$ cat config.mk
export PLATFORM = sky130hd
export DESIGN_NAME = hardware_unservice
export DESIGN_NICKNAME = d
export VERILOG_FILES = /design/src/rtl/hardware_unservice.sv
export SDC_FILE = /design/constraint.sdc
export NUM_CORES = 1
export LEC_CHECK = 0
export CAP_MARGIN = 0
export CORE_MARGIN = 2
export CORE_UTILIZATION = 50
export DETAILED_ROUTE_END_ITERATION = 8
export MAX_ROUTING_LAYER = met4
export PLACE_DENSITY = 0.92
export REMOVE_ABC_BUFFERS = 1
export SLEW_MARGIN = 20
export SYNTH_ARGS = -nofsm -noshare
export SYNTH_HDL_FRONTEND = slang
export SYNTH_SLANG_ARGS = --single-unit
$ cat constraint.sdc
create_clock -name system1000 -period 42.5 [get_ports system1000]
set_clock_uncertainty 0.1 [all_clocks]
set_input_delay 6.375 -clock system1000 [delete_from_list [all_inputs] [get_ports system1000]]
set_output_delay 6.375 -clock system1000 [all_outputs]
set_load 0.05 [all_outputs]
$ cat src/rtl/hardware_unservice.sv
// Slot-frame unservicer: accepts a 4-slot frame and emits each occupied slot (tag 2'b10) in index order.
// Optional frame counter port enabled by HARDWARE_UNSERVICE_FRAME_COUNT_EN.
module hardware_unservice (
  input  logic         system1000,
  input  logic         system1000_rst,
  input  logic [319:0] frame_i,
  input  logic         frame_valid_i,
  output logic         frame_ready_o,
  output logic [94:0]  word_o,
  output logic [1:0]   word_idx_o,
  output logic         word_valid_o,
  input  logic         word_ready_i,
  output logic         word_last_o,
  output logic         busy_o
`ifdef HARDWARE_UNSERVICE_FRAME_COUNT_EN
  ,output logic [15:0] frame_count_o
`endif
);

  typedef enum logic {IDLE, SEND} state_t;

  state_t      state_q, state_d;
  logic [3:0]  mask_q, mask_d;
  logic [3:0]  mask_in;
  logic [94:0] slot_in [4];
  logic [94:0] slot_q  [4];
  logic [94:0] word_d;
  logic [1:0]  idx_d;
  logic        valid_d, last_d;
  logic        accept, take;

  function automatic logic [1:0] first_idx(input logic [3:0] m);
    if (m[0])      return 2'd0;
    else if (m[1]) return 2'd1;
    else if (m[2]) return 2'd2;
    else           return 2'd3;
  endfunction

  // Clears the lowest set bit, i.e. the slot just presented.
  function automatic logic [3:0] clear_first(input logic [3:0] m);
    return m & 4'(m - 4'd1);
  endfunction

  assign frame_ready_o = (state_q == IDLE);
  assign busy_o        = (state_q == SEND);
  assign accept        = frame_ready_o && frame_valid_i;
  assign take          = word_valid_o && word_ready_i;

  always_comb begin
    slot_in[0] = {frame_i[319:318], 30'b0, frame_i[317:255]};
    slot_in[1] = {frame_i[254:253], 30'b0, frame_i[252:190]};
    slot_in[2] = frame_i[189:95];
    slot_in[3] = frame_i[94:0];
    for (int i = 0; i < 4; i++) mask_in[i] = (slot_in[i][94:93] == 2'b10);
  end

  always_comb begin
    // NOTE: every output of a combinational block gets a default first so no path leaves it unassigned (no latch).
    state_d = state_q;
    mask_d  = mask_q;
    word_d  = word_o;
    idx_d   = word_idx_o;
    valid_d = word_valid_o;
    last_d  = word_last_o;
    case (state_q)
      IDLE: begin
        if (accept && (mask_in != 4'd0)) begin
          // NOTE: blocking assignments here, so idx_d and mask_d are read back with their new values below.
          state_d = SEND;
          idx_d   = first_idx(mask_in);
          word_d  = slot_in[idx_d];
          mask_d  = clear_first(mask_in);
          last_d  = (mask_d == 4'd0);
          valid_d = 1'b1;
        end
      end
      SEND: begin
        if (take) begin
          if (word_last_o) begin
            state_d = IDLE;
            valid_d = 1'b0;
            last_d  = 1'b0;
          end else begin
            idx_d  = first_idx(mask_q);
            word_d = slot_q[idx_d];
            mask_d = clear_first(mask_q);
            last_d = (mask_d == 4'd0);
          end
        end
      end
      default: state_d = IDLE;
    endcase
  end

  // NOTE: non-blocking assignments for all flops; reset wins over any handshake in the same cycle.
  always_ff @(posedge system1000) begin
    if (system1000_rst) begin
      state_q      <= IDLE;
      mask_q       <= 4'd0;
      word_o       <= '0;
      word_idx_o   <= 2'd0;
      word_valid_o <= 1'b0;
      word_last_o  <= 1'b0;
    end else begin
      state_q      <= state_d;
      mask_q       <= mask_d;
      word_o       <= word_d;
      word_idx_o   <= idx_d;
      word_valid_o <= valid_d;
      word_last_o  <= last_d;
    end
  end

  // NOTE: slot storage is not reset; it is only read while the mask, which is reset, marks it live.
  always_ff @(posedge system1000) begin
    if (accept) begin
      for (int i = 0; i < 4; i++) slot_q[i] <= slot_in[i];
    end
  end

`ifdef HARDWARE_UNSERVICE_FRAME_COUNT_EN
  // Counts every accepted frame, empty ones included; wraps naturally at 16 bits.
  always_ff @(posedge system1000) begin
    if (system1000_rst)  frame_count_o <= 16'd0;
    else if (accept)     frame_count_o <= frame_count_o + 16'd1;
  end
`endif

endmodule

==> run_results.csv, run 1 <==
group,metric,value,unit
outcome,status,"finished clean",
placement,globalplace.congestion,0.869,
pwr,p_seq_frac,0.444,
grt,grt_pass1_wl,78000,µm
cts,cts_resized,0,
critical_path,required,42750,ps
worst_hold_path,min_path_cells,2,
grt,grt_pass1_vias,14171,
pwr,switching_share,0.276,
pwr,p_total,0.945,mW
grt,gr-usage-all-layers,0.304,
logic_synthesis,synth_ff_type,"edfxtp_1",
critical_path,reg2reg_depth,6,
pwr,ir_worst_vdd,0.0000316,V
sta,layout_min_cycle_time,9550,ps
sta,period_share,0.225,
placement,post-dp-hpwl,31800,µm
layout,drive_gt1_frac,0.0809,
cts,cts_setup_buffers,0,
logic_synthesis,synth_seq_cells,358,
cts,holdBufCountCts,0,
placement,placed_cells,2213,
placement,portBuffers,424,
detailed_routing,drt_iter0_markers,1232,
pwr,pwr-share-clk,0.360,
floorplan,initial_core_util,0.505,
floorplan,die_x,185,µm
flow_run,cap_violations,0,
logic_synthesis,async_reset_ff_frac,0,
grt,grt_overflow,0,
floorplan,die_area,34100,µm²
floorplan,core,32300,µm²
pwr,cellPowerDensity,43.0,nW/µm²
logic_synthesis,synth_edf_count,255,
detailed_routing,postRouteAntennaNets,0,
sta,timing.final.hold_violations,0,
sta,max_freq,105,MHz
layout,nets,2136,
floorplan,die_height,185,µm
critical_path,crit_path_max_fanout,89,
logic_synthesis,synth_top_area_cell,"edfxtp_1",
sta,setup_viol_count_final,0,
worst_hold_path,hold_start,"word_idx_o[0]$_SDFFE_PP0P_",
logic_synthesis,ys_top_cells_by_area,"edfxtp_1 47%, dfxtp_1 13%, mux2i_1 7.7%, o21ai_0 5.9%, nor2_1 5.2%",
cts,cts_max_level,2,
logic_synthesis,syn_inst,1467,
logic_synthesis,yosysSeqAreaShare,0.596,
cts,clock-root-buffer,"clkbuf_16",
floorplan,rows,66,
cts,clk_latency,520,ps
logic_synthesis,synth_top_area_share,0.470,
logic_synthesis,yosysMostFrequentCell,"edfxtp_1",
cts,clk_path_buf_depth,3,
critical_path,crit_type,"primary input to flip-flop",
critical_path,crit_start,"frame_i[254]",
cts,cts_buffers,39,
worst_hold_path,hp-class,"flip-flop to flip-flop",
critical_path,end_kind,"flip-flop",
floorplan,boundaryPins,425,
critical_path,arrival,9810,ps
logic_synthesis,yosysUniqueCellTypes,34,
logic_synthesis,syn_avg_cell_area,11.1,µm²
critical_path,r2r-start,"busy_o$_SDFF_PP0_",
grt,antenna_found_initial,3,
detailed_routing,num_vias,13912,
detailed_routing,wl_per_cell,22.6,µm
layout,stdcell_count,2287,
sta,worst_slew_pin_slew,1100,ps
detailed_routing,viasPerCell,6.08,
cts,cts.clk_slew.worst_paths,60,ps
cts,cts_sinks,358,
logic_synthesis,yosys_warnings,0,
critical_path,cp-start-kind,"primary input",
sta,rsz0062_at_grt,"no",
logic_synthesis,netlist_area,16300,µm²
detailed_routing,drcViolationCount,0,
detailed_routing,dr.pass1.iters,5,
detailed_routing,wirelength,51700,µm
grt,grt_max_degree,181,
sta,fin_setup_tns,0,ps
pwr,p_int,0.684,mW
layout,area_growth,34.6,%
logic_synthesis,synthTopCellsByCount,"255 x edfxtp_1, 227 x nor2_1, 193 x o21ai_0",
sta,final-max-slew-violation-count,0,
cts,cts_tree,"yes",
pwr,switchingPower,0.261,mW
pwr,leakage,7.36,nW
sta,hold_ws,366,ps
pwr,comb_power_share,0.196,
sta,relSlewSlack,0.264,
-- cells by family (layout without fill, tap and decap cells) --
logic type,count (synthesis),in the layout,share of synthesized area
mux,126,126,0.0774
compound gates,371,371,0.148
other cells,0,3,0
buf+inv,142,517,0.0419
simple gates,470,470,0.136
flops,358,358,0.596
-- stage by stage --
stage / worst slack [ps] / utilization / instance area [µm²]
after detailed placement: 32470 / 0.640 / 20600
after global placement: 32620 / 0.640 / 20600
after CTS: 33020 / 0.679 / 21900
final: 32950 / 0.680 / 21900
after floorplan: 19510 / - / 15600
after global routing: 32810 / 0.680 / 21900
-- placed cells by master, fill, tap and decap left out, types with 2 or more instances in the layout --
cell type	netlist	final
dfxtp_4	0	3
nand3_1	2	2
diode_2	0	3
nor2b_4	0	4
o211ai_1	2	2
a22oi_1	63	63
inv_2	0	2
nor3_1	67	67
clkinv_2	0	2
nor2_1	227	227
a21oi_1	10	10
clkbuf_8	0	6
o21ai_0	193	193
edfxtp_1	255	255
clkdlybuf4s50_1	0	423
a211oi_1	63	63
mux2i_1	125	125
bufinv_16	0	3
nand3b_1	2	2
nand2b_2	0	2
dfxtp_1	103	100
nor3_2	29	29
clkinv_1	0	9
o21ai_1	2	2
clkbuf_16	0	41
buf_4	1	18
nor4_1	64	64
clkbuf_1	80	8
nand2_1	69	69
o221a_2	30	30
a311oi_1	2	2
-- routing by layer --
metal | wire length, µm | track usage | up-vias
met5 | 0 | - | -
li1 | - | - | 6216
met4 | 1920 | 0.131 | 0
met2 | 25300 | 0.502 | 927
met1 | 18600 | 0.348 | 6605
met3 | 5940 | 0.0834 | 164
-- worst max-delay path, cell delays in order --
cell	delay [ps]
clkdlybuf4s50_1	530
nor2b_4	610
buf_4	380
o41ai_4	160
o21ai_4	360
buf_4	830
o221a_2	370
nor3_2	50
-- worst paths after layout --
kind	slack (ps)	to
max	32950	word_o[67]$_SDFFE_PP0P_
min	370	word_idx_o[0]$_SDFFE_PP0P_
max reg2reg	38600	word_o[67]$_SDFFE_PP0P_
min reg2reg	370	word_idx_o[0]$_SDFFE_PP0P_
-- power by group through the flow --
stage / clock, mW / sequential [mW] / combinational [mW]
6_report: 0.340 / 0.419 / 0.185
3_5_place_dp: 0 / 0.426 / 0.183
4_1_cts: 0.343 / 0.419 / 0.184
5_1_grt: 0.356 / 0.421 / 0.196
2_1_floorplan: 0 / 0.467 / 0.0674
3_3_place_gp: 0 / 0.424 / 0.178
-- registers in the layout, summed over array words and instances (netlist names) --
signal / cells
word_last_o: 1
word_o: 95
busy_o: 1
slot_q: 255
word_valid_o: 1
word_idx_o: 2
mask_q: 3
-- final cells by class --
cell class	count	area [µm²]
flip-flops and latches	358	9730
clock inverters	16	150
fillers	2210	10300
clock buffers	55	1140
repair buffers	443	4400
well taps	442	553
diodes	3	7.51
inverters	3	11.3
multi-input cells	967	5960
(Power assumes the default switching activity.)
==> run 2, diff against run 1 <==
CORE_UTILIZATION = 49   (was 50)
PLACE_DENSITY = 0.9   (was 0.92)
clock period = 9.4 ns   (was 42.5 ns; I/O delays follow)
==> run 2 against run 1 <==
  * Die area rose by 2.0%
  * Sequential power increased to 4.5 times the previous value
  * Sequential cell count unchanged
  * First-iteration DRC count decreased by 3.8%
  * Non-clock buffer count is 1 lower
  * Count of clock-buffer cells in the layout decreased by 5
  * Via count is 0.97% higher
  * Worst hold slack got worse by 13 ps
  * Utilization decreased by 0.69 points
  * Sequential share of layout area hardly changed
  * Critical path type unchanged
  * Highest routed layer unchanged
==> run_results.csv, run 2 (synthesis gave the netlist of run 1 again) <==
group,metric,value,unit
detailed_routing,num_vias,14047,
grt,gr-usage-all-layers,0.297,
sta,final-max-slew-violation-count,0,
sta,period_share,0.494,
sta,hold_ws,353,ps
cts,cts_buffers,39,
cts,clk_latency,520,ps
critical_path,crit_type,"primary input to flip-flop",
critical_path,required,9670,ps
grt,grt_overflow,0,
grt,grt_max_degree,177,
layout,drive_gt1_frac,0.0809,
critical_path,cp_slowest_cell,"clkdlybuf4s50_1",
pwr,p_total,4.28,mW
layout,final_common_cell,"clkdlybuf4s50_1",
floorplan,core,32600,µm²
sta,timing.final.hold_violations,0,
floorplan,die_x,186,µm
layout,stdcell_count,2287,
floorplan,die_height,186,µm
critical_path,end_kind,"flip-flop",
flow_run,cap_violations,0,
sta,rsz0062_at_grt,"no",
cts,cts_max_level,2,
detailed_routing,viasPerCell,6.14,
cts,clk_path_buf_depth,3,
layout,largest_register_ffs,255,
critical_path,arrival,4910,ps
outcome,status,"finished clean",
worst_hold_path,hp-class,"flip-flop to flip-flop",
pwr,leakage,7.37,nW
floorplan,die_area,34700,µm²
critical_path,cp_common_cell,"buf_4",
cts,cts_sinks,358,
placement,portBuffers,424,
sta,setup_viol_count_final,0,
sta,layout_min_cycle_time,4640,ps
layout,nets,2135,
placement,placed_cells,2212,
detailed_routing,dr.pass1.iters,8,
placement,globalplace.congestion,0.876,
cts,cts_resized,0,
cts,holdBufCountCts,0,
sta,worst_slew_pin_slew,1140,ps
floorplan,boundaryPins,425,
detailed_routing,postRouteAntennaNets,0,
layout,reg_top3,"slot_q x255, word_o x95, mask_q x3",
grt,grt_pass1_vias,14168,
pwr,ir_worst_vdd,0.000123,V
pwr,cellPowerDensity,195,nW/µm²
detailed_routing,drcViolationCount,0,
layout,layout_common_cells,"423 x clkdlybuf4s50_1, 255 x edfxtp_1, 227 x nor2_1",
detailed_routing,wirelength,52100,µm
cts,cts_setup_buffers,0,
layout,area_growth,34.6,%
floorplan,rows,66,
critical_path,crit_path_max_fanout,163,
critical_path,cp_cell_sequence,"clkdlybuf4s50_1 > nor2b_4 > buf_4 > buf_4 > o41ai_4 > o21ai_4 > buf_12 > o221a_2 > nor3_2",
cts,clock-root-buffer,"clkbuf_16",
detailed_routing,wl_per_cell,22.8,µm
cts,cts_tree,"yes",
sta,max_freq,216,MHz
placement,post-dp-hpwl,32000,µm
detailed_routing,drt_iter0_markers,1185,
grt,antenna_found_initial,4,
critical_path,slowest_delay,530,ps
grt,grt_pass1_wl,78900,µm
sta,relSlewSlack,0.241,
layout,final_core_utilization,0.673,
layout,regMostFlops,"slot_q",
sta,fin_setup_tns,0,ps
floorplan,initial_core_util,0.500,
critical_path,cp-start-kind,"primary input",
cts,cts.clk_slew.worst_paths,60,ps
==> run 2: cell types whose count changed in the layout (fill, tap and decap cells not counted), sizes merged <==
cell	before	now
bufinv	3	4
buf	20	19
diode	3	4
clkinvlp	1	0
clkbuf	55	50
clkinv	12	17
==> run 2: routing by layer <==
| metal | share of wire | global-route usage |
|---|---|---|
| met1 | 0.35 | 0.350 |
| met2 | 0.48 | 0.486 |
| met3 | 0.11 | 0.0606 |
| met4 | 0.050 | 0.150 |
| met5 | 0 | - |
==> run 2: where the power goes <==
part	internal (mW)	switching, mW	leakage, nW	total, mW
registers	1.83	0.0611	3.31	1.89
clock network	0.921	0.620	0.633	1.54
logic	0.334	0.512	3.43	0.845
==> run 2: per-stage QoR <==
stage               setup slack (ps)  instance area [µm²]
finish                          4760                21900
global route                    4720                21900
CTS                             4930                21900
detailed placement              4400                20700
global placement                4470                20700
floorplan                      -8800                15600
==> run 2: worst max-delay path, delay by kind of cell <==
kind / cells / cell delay (ps)
buffers and inverters: 4 / 2050
AOI/OAI and AO/OA: 3 / 940
and+or+nand+nor: 2 / 210
==> run 2: worst paths after layout <==
| check | start | to | slack, ps | cells after the start |
|---|---|---|---|---|
| worst max register to register | busy_o$_SDFF_PP0_ | word_o[71]$_SDFFE_PP0P_ | 5910 | 7 |
| worst min register to register | word_idx_o[0]$_SDFFE_PP0P_ | word_idx_o[0]$_SDFFE_PP0P_ | 350 | 2 |
| worst max-delay path | frame_i[319] | word_o[71]$_SDFFE_PP0P_ | 4760 | 9 |
| worst min-delay path | word_idx_o[0]$_SDFFE_PP0P_ | word_idx_o[0]$_SDFFE_PP0P_ | 350 | 2 |
==> run 2: area by class of cell <==
cell class,count,area (µm²)
clock inverter,21,199
tap,442,553
antenna,4,10.0
fill,2271,10700
inverter,3,11.3
multi-input combinational,967,5960
clock buffer,50,1080
sequential,358,9730
timing repair buffer,442,4400
==> run 3, diff against run 2 <==
clock period = 4.7 ns   (was 9.4 ns; I/O delays follow)
==> run 3 against run 2 <==
  * Clock power increased by 98%
  * Sequential share of layout area shrank 0.27 points
  * Cell count is 0.35% higher
  * Critical endpoint is now busy_o
  * Non-clock buffer count rose by 10
  * Power up 99%
  * Largest cell class unchanged
  * Die area did not move
  * Sequential cell count did not move
  * Combinational power rose by 100%
  * Final area is 0.62% higher
  * Via count is 0.55% higher
  * Global-route usage barely moved
  * Worst hold slack gained 1.9 ps
==> run_results.csv, run 3 (synthesis gave the netlist of run 1 again) <==
group,metric,value,unit
flow_run,cap_violations,0,
detailed_routing,wirelength,52900,µm
detailed_routing,wl_per_cell,23.0,µm
critical_path,arrival,2280,ps
pwr,leakage,7.44,nW
placement,globalplace.congestion,0.878,
detailed_routing,viasPerCell,6.15,
detailed_routing,drt_iter0_markers,1369,
worst_hold_path,hp-class,"flip-flop to flip-flop",
floorplan,initial_core_util,0.500,
placement,post-dp-hpwl,33100,µm
critical_path,cp_cell_sequence,"clkdlybuf4s50_1",
cts,clock-root-buffer,"clkbuf_16",
grt,grt_pass1_vias,13885,
pwr,ir_worst_vdd,0.000358,V
cts,holdBufCountCts,0,
layout,nets,2145,
cts,clk_latency,520,ps
grt,grt_pass1_wl,79100,µm
grt,antenna_found_initial,3,
pwr,p_int,6.15,mW
cts,clk_path_buf_depth,3,
outcome,status,"finished clean",
sta,relSlewSlack,0.229,
cts,cts_tree,"yes",
floorplan,die_area,34700,µm²
critical_path,required,3890,ps
detailed_routing,num_vias,14124,
sta,setup_slack,1620,ps
cts,cts_sinks,358,
grt,gr-usage-all-layers,0.298,
sta,timing.final.hold_violations,0,
detailed_routing,drcViolationCount,0,
floorplan,rows,66,
floorplan,die_height,186,µm
critical_path,crit_type,"flip-flop to output pin",
detailed_routing,dr.pass1.iters,6,
critical_path,cp-start-kind,"flip-flop",
layout,area_growth,35.5,%
sta,period_share,0.656,
layout,final_common_cell,"clkdlybuf4s50_1",
placement,dp_slack,1190,ps
grt,grt_max_degree,153,
sta,final-max-slew-violation-count,0,
pwr,switchingPower,2.39,mW
cts,cts_max_level,2,
sta,rsz0062_at_grt,"no",
layout,layout_common_cells,"423 x clkdlybuf4s50_1, 255 x edfxtp_1, 227 x nor2_1",
pwr,pwr-share-clk,0.357,
pwr,p_seq_frac,0.444,
cts,cts_resized,0,
worst_hold_path,hold_start,"word_idx_o[0]$_SDFFE_PP0P_",
critical_path,r2r-start,"busy_o$_SDFF_PP0_",
placement,portBuffers,424,
sta,max_freq,325,MHz
grt,grt_overflow,0,
critical_path,cp_slowest_cell,"clkdlybuf4s50_1",
floorplan,die_x,186,µm
layout,reg_top3,"slot_q x255, word_o x95, mask_q x3",
sta,worst_slew_pin_slew,1160,ps
critical_path,end_kind,"output pin",
layout,drive_gt1_frac,0.0870,
critical_path,path_buf_inv,1,
floorplan,core,32600,µm²
sta,layout_min_cycle_time,3080,ps
floorplan,boundaryPins,425,
detailed_routing,postRouteAntennaNets,0,
critical_path,crit_path_max_fanout,45,
layout,final_cell_area,22100,µm²
critical_path,critPathTopFamily,"buffers and inverters",
pwr,switching_share,0.280,
critical_path,slowest_delay,930,ps
critical_path,worst-r2r-setup-slack,2050,ps
cts,cts_buffers,39,
layout,regMostFlops,"slot_q",
cts,cts_setup_buffers,0,
critical_path,crit_start,"busy_o$_SDFF_PP0_",
cts,cts.clk_slew.worst_paths,60,ps
layout,largest_register_ffs,255,
sta,setup_viol_count_final,0,
placement,postPlaceCellArea,20800,µm²
pwr,cellPowerDensity,387,nW/µm²
layout,final_core_utilization,0.677,
pwr,comb_power_share,0.199,
==> run 3: cell types whose count changed in the layout (fill, tap and decap cells not counted), moves of 2 or more <==
cell and delta:
buf_4 +4, clkbuf_16 -2, buf_12 +6, clkbuf_8 +5, clkinv_1 -5, clkinv_2 -3
==> run 3: worst paths after layout <==
path	cells past startpoint	end
worst max register to register	3	slot_q[1][52]$_DFFE_PP_
worst min-delay path	2	word_idx_o[0]$_SDFFE_PP0P_
worst max-delay path	1	busy_o
worst min register to register	2	word_idx_o[0]$_SDFFE_PP0P_
==> run 3: final cells by class <==
| type | count | area, µm² |
|---|---|---|
| inverter | 3 | 11.3 |
| timing repair buffer | 452 | 4550 |
| clock buffer | 54 | 1100 |
| fill | 2255 | 10500 |
| sequential | 358 | 9730 |
| multi-input combinational | 967 | 5960 |
| clock inverter | 16 | 164 |
| antenna | 3 | 7.51 |
| tap | 442 | 553 |
==> run 3: power by group through the flow <==
stage	Combinational [mW]	Sequential (mW)	Clock, mW
finish	1.70	3.79	3.05
global route	1.79	3.81	3.19
global placement	1.63	3.84	0
floorplan	0.610	4.22	0
detailed placement	1.67	3.85	0
CTS	1.68	3.79	3.07
==> run 3: metal layers <==
layer  routed length [µm]  vias up  track usage  part of all wire
met4                 2280        0        0.130             0.043
met3                 6180      177       0.0634              0.12
met5                    0        -            -                 0
met2                25300     1066        0.479              0.48
li1                     -     6239            -                 -
met1                19100     6642        0.363              0.36
==> run 3: worst register-to-register path, delay by kind of cell, from the launching register on <==
kind          cells  cell delay (ps)
flops             1              560
simple gates      1              290
buf+inv           2             1280
==> run 3: metrics by stage <==
stage               power [mW]  std cells  hold slack, ps  setup TNS, ps
detailed placement        5.52       2220             350              0
CTS                       8.54       2290             358              0
global route              8.78       2295             370              0
floorplan                 4.83       1328             361       -3641550
global placement          5.46       2220             344              0
finish                    8.54       2295             355              0
